### src/rtl/palette_pkg.sv
// palette_pkg: shared types and constants for palette_compositor.
//   rgb_t            - 8/8/8 colour triple {r,g,b}
//   MAX_LAYERS       - hard upper bound on NUM_LAYERS (pal_wr_layer is 3 bits)
//   DEFAULT_BG_PAL   - power-on palette for layer 0 (stage background)
//   DEFAULT_SPR_PAL  - power-on palette for sprite layers 1..N-1
//   fade_state_e     - state encoding of the optional fade sequencer
//   default_entry()  - reset value lookup; entries past 7 are black
package palette_pkg;

    localparam int MAX_LAYERS = 8;

    typedef struct packed {
        logic [7:0] r;
        logic [7:0] g;
        logic [7:0] b;
    } rgb_t;

    localparam rgb_t DEFAULT_BG_PAL [8] = '{
        rgb_t'(24'h000000), rgb_t'(24'hFFFFFF), rgb_t'(24'h0000FF), rgb_t'(24'hB6B6AA),
        rgb_t'(24'h000000), rgb_t'(24'h000000), rgb_t'(24'h000000), rgb_t'(24'h000000)
    };

    localparam rgb_t DEFAULT_SPR_PAL [8] = '{
        rgb_t'(24'h000000), rgb_t'(24'hFF0000), rgb_t'(24'hFFFFFF), rgb_t'(24'h6D6D6D),
        rgb_t'(24'hFFFF00), rgb_t'(24'h00FF00), rgb_t'(24'hFFB600), rgb_t'(24'h6DB600)
    };

    typedef enum logic {
        IDLE,
        FADING
    } fade_state_e;

    function automatic rgb_t default_entry(input bit is_bg, input int idx);
        rgb_t e;
        e = '0;
        if (idx >= 0 && idx < 8) begin
            e = is_bg ? DEFAULT_BG_PAL[idx[2:0]] : DEFAULT_SPR_PAL[idx[2:0]];
        end
        return e;
    endfunction

endpackage

### src/rtl/palette_bank.sv
// palette_bank: one layer's palette register file.
//   Clk, Reset          - pixel clock, async active-high reset (loads defaults)
//   wr_en_i             - write strobe (already qualified by handshake + layer decode)
//   wr_idx_i, wr_rgb_i  - entry and {R,G,B} data to write
//   rd_idx_i, rd_rgb_o  - combinational read; a same-cycle write is not yet visible
// IS_BG selects the background or sprite default table on reset.
module palette_bank
    import palette_pkg::*;
#(
    parameter int IDX_W   = 3,
    parameter int COLOR_W = 8,
    parameter bit IS_BG   = 1'b0
) (
    input  logic                 Clk,
    input  logic                 Reset,
    input  logic                 wr_en_i,
    input  logic [IDX_W-1:0]     wr_idx_i,
    input  logic [3*COLOR_W-1:0] wr_rgb_i,
    input  logic [IDX_W-1:0]     rd_idx_i,
    output logic [3*COLOR_W-1:0] rd_rgb_o
);

    localparam int DEPTH = 1 << IDX_W;
    localparam int RGB_W = 3 * COLOR_W;

    // Defaults are authored as 8-bit channels; MSB-align them to COLOR_W.
    function automatic logic [RGB_W-1:0] reset_entry(input int i);
        rgb_t             e;
        logic [7:0]       ch;
        logic [RGB_W-1:0] f;
        logic [RGB_W-1:0] v;
        e = default_entry(IS_BG, i);
        v = '0;
        for (int c = 0; c < 3; c++) begin
            ch = (c == 0) ? e.b : (c == 1) ? e.g : e.r;
            if (COLOR_W >= 8) f = RGB_W'(ch) << (COLOR_W - 8);
            else              f = RGB_W'(ch >> (8 - COLOR_W));
            v = v | (f << (c * COLOR_W));
        end
        return v;
    endfunction

    logic [DEPTH-1:0][RGB_W-1:0] mem;

    for (genvar i = 0; i < DEPTH; i++) begin : g_ent
        localparam logic [RGB_W-1:0] RST_VAL = reset_entry(i);
        logic [RGB_W-1:0] ent_q;

        always_ff @(posedge Clk or posedge Reset) begin
            if (Reset) begin
                ent_q <= RST_VAL;
            end else if (wr_en_i && wr_idx_i == IDX_W'(i)) begin
                ent_q <= wr_rgb_i;
            end
        end

        assign mem[i] = ent_q;
    end

    assign rd_rgb_o = mem[rd_idx_i];

endmodule

### src/rtl/palette_compositor.sv
// palette_compositor: 2-stage indexed-colour layer compositor.
//   Clk, Reset                 - pixel clock, async active-high reset
//   DrawX/DrawY/pix_valid/blank_n - pixel stream in
//   layer_en, layer_idx        - per-layer hit flags and packed colour indices
//   pal_wr_*                   - palette write port (valid/ready)
//   out_valid/OutX/OutY        - pixel stream out, 2 cycles later
//   Red/Green/Blue             - composited colour
// Optional: define PALETTE_FADE_EN for frame_tick/fade_go/fade_out/fade_busy
// and a 0..16 brightness level applied in stage 2.
module palette_compositor
    import palette_pkg::*;
#(
    parameter int NUM_LAYERS       = 3,
    parameter int IDX_W            = 3,
    parameter int COLOR_W          = 8,
    parameter int WR_IN_BLANK_ONLY = 1
) (
    input  logic                        Clk,
    input  logic                        Reset,
    input  logic [9:0]                  DrawX,
    input  logic [9:0]                  DrawY,
    input  logic                        pix_valid,
    input  logic                        blank_n,
    input  logic [NUM_LAYERS-1:0]       layer_en,
    input  logic [NUM_LAYERS*IDX_W-1:0] layer_idx,
    input  logic                        pal_wr_valid,
    output logic                        pal_wr_ready,
    input  logic [2:0]                  pal_wr_layer,
    input  logic [IDX_W-1:0]            pal_wr_idx,
    input  logic [3*COLOR_W-1:0]        pal_wr_rgb,
`ifdef PALETTE_FADE_EN
    input  logic                        frame_tick,
    input  logic                        fade_go,
    input  logic                        fade_out,
    output logic                        fade_busy,
`endif
    output logic                        out_valid,
    output logic [9:0]                  OutX,
    output logic [9:0]                  OutY,
    output logic [COLOR_W-1:0]          Red,
    output logic [COLOR_W-1:0]          Green,
    output logic [COLOR_W-1:0]          Blue
);

    localparam int RGB_W = 3 * COLOR_W;

    logic                                 wr_fire;
    logic [NUM_LAYERS-1:0][RGB_W-1:0]     rd_rgb;
    logic [NUM_LAYERS-1:0]                opaque_d;
    logic [NUM_LAYERS-1:0][RGB_W-1:0]     s1_rgb_q;
    logic [NUM_LAYERS-1:0]                s1_opaque_q;
    logic                                 s1_blank_q, s1_valid_q;
    logic [9:0]                           s1_x_q, s1_y_q;
    logic [NUM_LAYERS-1:0][RGB_W-1:0]     chain;
    logic [RGB_W-1:0]                     pix_d;
    logic [RGB_W-1:0]                     out_d;

    assign pal_wr_ready = (WR_IN_BLANK_ONLY == 0) || !blank_n;
    assign wr_fire      = pal_wr_valid && pal_wr_ready;

    // Layer numbers >= NUM_LAYERS match no bank, so those writes are dropped
    // while the handshake still completes.
    for (genvar k = 0; k < NUM_LAYERS; k++) begin : g_layer
        logic [IDX_W-1:0] idx;
        assign idx = layer_idx[k*IDX_W +: IDX_W];

        palette_bank #(
            .IDX_W   (IDX_W),
            .COLOR_W (COLOR_W),
            .IS_BG   (k == 0)
        ) u_bank (
            .Clk      (Clk),
            .Reset    (Reset),
            .wr_en_i  (wr_fire && pal_wr_layer == 3'(k)),
            .wr_idx_i (pal_wr_idx),
            .wr_rgb_i (pal_wr_rgb),
            .rd_idx_i (idx),
            .rd_rgb_o (rd_rgb[k])
        );

        // Background always shows; sprite index 0 is transparent.
        assign opaque_d[k] = (k == 0) || (layer_en[k] && idx != '0);

        // Priority chain: later (higher) opaque layers override earlier ones.
        if (k == 0) begin : g_base
            assign chain[k] = s1_opaque_q[k] ? s1_rgb_q[k] : '0;
        end else begin : g_pri
            assign chain[k] = s1_opaque_q[k] ? s1_rgb_q[k] : chain[k-1];
        end
    end

    // Stage 1: palette lookups and sideband.
    always_ff @(posedge Clk or posedge Reset) begin
        if (Reset) begin
            s1_rgb_q    <= '0;
            s1_opaque_q <= '0;
            s1_blank_q  <= 1'b0;
            s1_valid_q  <= 1'b0;
            s1_x_q      <= '0;
            s1_y_q      <= '0;
        end else begin
            s1_rgb_q    <= rd_rgb;
            s1_opaque_q <= opaque_d;
            s1_blank_q  <= blank_n;
            s1_valid_q  <= pix_valid;
            s1_x_q      <= DrawX;
            s1_y_q      <= DrawY;
        end
    end

    assign pix_d = s1_blank_q ? chain[NUM_LAYERS-1] : '0;

`ifdef PALETTE_FADE_EN
    fade_state_e state_q, state_d;
    logic [4:0]  level_q, level_d;
    logic        dir_q, dir_d;     // 1 = fading toward black

    always_ff @(posedge Clk or posedge Reset) begin
        if (Reset) begin
            state_q <= IDLE;
            level_q <= 5'd16;
            dir_q   <= 1'b0;
        end else begin
            state_q <= state_d;
            level_q <= level_d;
            dir_q   <= dir_d;
        end
    end

    always_comb begin
        state_d = state_q;
        level_d = level_q;
        dir_d   = dir_q;
        case (state_q)
            IDLE: begin
                if (fade_go) begin
                    state_d = FADING;
                    dir_d   = fade_out;
                end
            end
            FADING: begin
                if (frame_tick) begin
                    if (dir_q) begin
                        if (level_q != 5'd0) level_d = level_q - 5'd1;
                        if (level_q <= 5'd1) state_d = IDLE;
                    end else begin
                        if (level_q != 5'd16) level_d = level_q + 5'd1;
                        if (level_q >= 5'd15) state_d = IDLE;
                    end
                end
            end
            default: state_d = IDLE;
        endcase
    end

    assign fade_busy = (state_q == FADING);

    // Full level passes the colour through untouched (saturates to max).
    for (genvar c = 0; c < 3; c++) begin : g_fade
        logic [COLOR_W-1:0] chan;
        logic [COLOR_W+4:0] prod;
        assign chan = pix_d[c*COLOR_W +: COLOR_W];
        assign prod = (COLOR_W+5)'(chan) * (COLOR_W+5)'(level_q);
        assign out_d[c*COLOR_W +: COLOR_W] = (level_q == 5'd16) ? chan : prod[COLOR_W+3:4];
    end
`else
    assign out_d = pix_d;
`endif

    // Stage 2: output registers.
    always_ff @(posedge Clk or posedge Reset) begin
        if (Reset) begin
            out_valid <= 1'b0;
            OutX      <= '0;
            OutY      <= '0;
            Red       <= '0;
            Green     <= '0;
            Blue      <= '0;
        end else begin
            out_valid <= s1_valid_q;
            OutX      <= s1_x_q;
            OutY      <= s1_y_q;
            Red       <= out_d[2*COLOR_W +: COLOR_W];
            Green     <= out_d[COLOR_W +: COLOR_W];
            Blue      <= out_d[0 +: COLOR_W];
        end
    end

endmodule

### config.mk
export PLATFORM = sky130hd
export DESIGN_NAME = palette_compositor
export DESIGN_NICKNAME = d
export VERILOG_FILES = /design/src/rtl/palette_pkg.sv /design/src/rtl/palette_bank.sv /design/src/rtl/palette_compositor.sv
export SDC_FILE = /design/constraint.sdc
export NUM_CORES = 1
export LEC_CHECK = 0
export ABC_AREA = 1
export ABC_CLOCK_PERIOD_IN_PS = 30300
export CAP_MARGIN = 20
export CORE_MARGIN = 2
export CORE_UTILIZATION = 30
export CTS_CLUSTER_DIAMETER = 60
export DETAILED_ROUTE_END_ITERATION = 6
export REMOVE_ABC_BUFFERS = 1
export SYNTH_ARGS = -nofsm -noshare
export SYNTH_HDL_FRONTEND = slang
export SYNTH_SLANG_ARGS = --single-unit
### constraint.sdc
create_clock -name Clk -period 30.3 [get_ports Clk]
set_input_delay 4.545 -clock Clk [delete_from_list [all_inputs] [get_ports Clk]]
set_output_delay 4.545 -clock Clk [all_outputs]
set_load 0.1 [all_outputs]
Yosys cells after proc, flatten, opt, wreduce, memory -nomap -nowiden:

Index checks and enable logic that the tools add are counted.

* flip-flop bits (word level): 718
* input bits: 67

* magnitude comparators: 3
* muxes and demuxes: 10
* reduce and logical (&&, ||, !) cells: 35
* equality and inequality tests: 9

Operators with widths (number)
* $bmux 24 s3: 3
* $mux 24: 7
* $logic_and 1x1->1: 30
* $eq 3x3->1 const B: 4
* $lt 3x4->1 const B: 3
* $eq 3x2->1 const B: 3
* $eq 3x1->1 const B: 2
* $logic_not 3->1: 2
* $reduce_bool 3->1: 2
* $logic_not 1->1: 1

Depth between registers and ports, before layout:

* depth in word-level cells: 4
* depth in mapped cells: 9
* mapped depth without buffers: 6

By module:

A second synthesis with hierarchy kept.

* cell total of the unflattened synthesis: 4232
* area total of the unflattened synthesis: 33902.5 um^2

Modules (own cells, without submodules)
* palette_bank at g_layer[1].u_bank ...: cells an instance 1297, area each 9853.2 um^2, times used 2
* palette_bank at g_layer[0].u_bank: cells an instance 1297, area each 9793.1 um^2, times used 1
* palette_compositor: cells an instance 341, area each 4403.0 um^2, times used 1

Worst setup path after synthesis:

OpenSTA, ideal clock, no wires.

* path kind: input to output
* from: input port blank_n
* to: output port pal_wr_ready
* slack: 20607 ps
* data arrival time: 5148 ps
* data required time: 25755 ps
* stages on the path: 1
* buffers on the path: 0
* path through: inv_1

* cells in the longest elaborated chain, start to end: 1

Ends and longest elaborated chain
* start, declared: line palette_compositor.sv:23 `input logic blank_n,`
* $logic_not 1->1: line palette_compositor.sv:58 `assign pal_wr_ready = (WR_IN_BLANK_ONLY == 0) || !blank_n;`
* end, declared: line palette_compositor.sv:27 `output logic pal_wr_ready,`

Every way passes these cells.

Final worst setup path:

Same ends and word-level chain as after synthesis.

==> metrics <==
status=completed; Synth top area share=34.8%; number of fill cells in the layout=11942; H-tree depth=3; clk root buf=clkbuf_16; Avg Cell Area, Syn=7.32 um2; PD cells=60.3 mW/mm2; Pleak=20.7 nW; clock sinks=718; TritonRoute pass-1 iters=5; clock tree buffer depth=3; WP data arrival=6220 ps; die height=345 um; core area=0.115 mm2; GPL Wtd Cong=0.776; Tot GR Track Use=18.7%; cell taking the most area after synthesis=dfrtp_1; Post CTS Setup Buffer Count=0; Yosys reg bits=718; synthesis warning total=0; Max-Cap Viols=0; kind of end point of the critical path=primary output; sequential share of the synthesized area=52.5%; worst-skew pair later-pin latency=650 ps; Final Hold Fails=0; Critical Path Slowest Stage Cell=clkdlybuf4s50_1; io pins=113; proportion of layout cells with a drive suffix above 1=10.2%; antenna violations before repair=1; Worst Max-Slew Pin Slew=1120 ps; delay-heaviest family, CP=buffers and inverters; largest net degree at the start of global routing=168; CP bufs+invs=3; via/cell ratio=4.69; CTS tree=yes; Num CTS Buffers=86; drt wl/cell=17.7 um; cts-stage hold buffer count=0; post-synthesis cell count=4753; switching power=0.669 mW; first-pass GRT wire length=173000 um; final period utilization=35.5%; Worst Hold Class=reg2reg; routed vias=29453; ys async rst share=100%; min cycle time layout=10770 ps; sequential power share=45.2%; post-DP HPWL=59000 um; 1st-iter DRT viols=2916; DRC Markers=0; Pins Over Slew Limit=0; crit-path cells=clkdlybuf4s50_1, inv_1, clkdlybuf4s50_1; number of synthesized flops with an enable pin=0; Worst-path clk slew=60 ps; Layout area overhead=15.2%; initial core utilization=30.4%; post-cts sizing count=0; power share of the combinational group=11.9%; top achievable clock speed=92.9 MHz; Setup TNS Final=0 ps; Post-synth top cells=nand2_1, nand3_1, inv_1; Critical Path Most Common Cell=clkdlybuf4s50_1; Slew HR=25.5%; dominant synthesized flop cell=dfrtp_1; maximum VDD drop=0.0000500 V; die area=0.119 mm2; count leader, synth=nand2_1; startpoint types=input port; total power=2.42 mW; Port Buffers=111; CP peak stage delay=1130 ps; CP max FO=3; Unique masters post-synth=19; Worst Path Required=25760 ps; antenna viol nets, final=0; Nets=4762; vias in the first global route=28306; synth top area cells=dfrtp_1, nand2_1, dfstp_2, nand3_1, inv_1; Worst Path Class, Setup=in2out; RSZ-0062 raised after global routing=false; clock skew=25.0 ps; Rows=124; Final Setup Violations=0; final wirelength=111000 um; die width=345 um; internal power=1.75 mW; Synth Cell Area=0.0348 mm2; clock share of power=42.9%; global route total overflow=0; Sw Ratio=27.7%
[power groups by stage]
stage / logic (mW) / registers [mW] / clock network (mW)
2_1_floorplan: 0.152 / 1.13 / 0
3_3_place_gp: 0.284 / 1.10 / 0
3_5_place_dp: 0.288 / 1.11 / 0
4_1_cts: 0.290 / 1.09 / 1.06
5_1_grt: 0.326 / 1.10 / 1.10
6_report: 0.288 / 1.09 / 1.04
[final cells by class]
type	instances	area (um2)	area share (%)
Clock inverter	29	337	0.840
Sequential cell	718	18300	45.6
Tap cell	1512	1890	4.72
Timing Repair Buffer	200	1950	4.86
Clock buffer	131	2480	6.20
Antenna cell	1	2.50	0.00624
Inverter	597	2250	5.61
Multi-Input combinational cell	3092	12900	32.2
[through the flow]
stage | instances | utilization [%] | setup WS [ps] | hold WS, ps | instance area [um2]
after floorplan | 4407 | - | 6000 | 331 | 33300
after global placement | 6112 | 32.4 | 19500 | 332 | 37100
after detailed placement | 6114 | 32.4 | 19510 | 335 | 37100
after CTS | 6274 | 34.9 | 19500 | 347 | 40000
after global routing | 6279 | 35.0 | 19470 | 350 | 40100
final | 6280 | 35.0 | 19530 | 345 | 40100
[sequential cells by signal (all words and copies together) (netlist names), 8 cells and up]
register and count:
g_layer.u_bank.g_ent.ent_q 576, Green 8, Blue 8, OutX 10, s1_x_q 10, s1_rgb_q 72, Red 8, OutY 10
s1_y_q 10
[cells in the final DEF, fill, tap and decap left out, drive strengths merged]
master and instances:
diode 1, dfrtp 484, clkdlybuf4s50 105, nor2 6, bufinv 5, nand3 866
inv 602, clkinvlp 6, nand2 2139, a21oi 48, o21ai 24, a31oi 2
clkbuf 131, buf 95, dfstp 234, nor3 6, conb 1, clkinv 13
[final timing paths]
check | start | end | slack [ps] | cells after the start
worst max-delay path | blank_n | pal_wr_ready | 19530 | 3
worst min-delay path | s1_y_q[4]$_DFF_PP0_ | OutY[4]$_DFF_PP0_ | 340 | 0
worst max register to register | s1_opaque_q[2]$_DFF_PP0_ | Green[3]$_DFF_PP0_ | 27460 | 4
worst min register to register | s1_y_q[4]$_DFF_PP0_ | OutY[4]$_DFF_PP0_ | 340 | 0
max in group asynchronous | Reset | g_layer[2].u_bank.g_ent[5].ent_q[0]$_DFFE_PP0P_ | 23120 | 5
min in group asynchronous | Reset | g_layer[1].u_bank.g_ent[7].ent_q[6]$_DFFE_PP0P_ | 4430 | 2
[per-layer routing]
layer,track usage [%],vias to the layer above,routed length [um]
li1,-,14308,-
met3,2.70,136,7140
met2,30.9,900,51800
met4,5.14,0,2430
met1,25.7,14109,49800
met5,0,-,0
[logic make-up (layout without fill, tap and decap cells)]
group,count (synthesis),count (layout),synth area share (%)
compound gates,74,74,1.07
buf+inv,943,957,10.7
flops,718,718,52.5
other cells,1,2,0.0108
simple gates,3017,3017,35.8
Note: power is estimated with default switching activity, not from simulation.
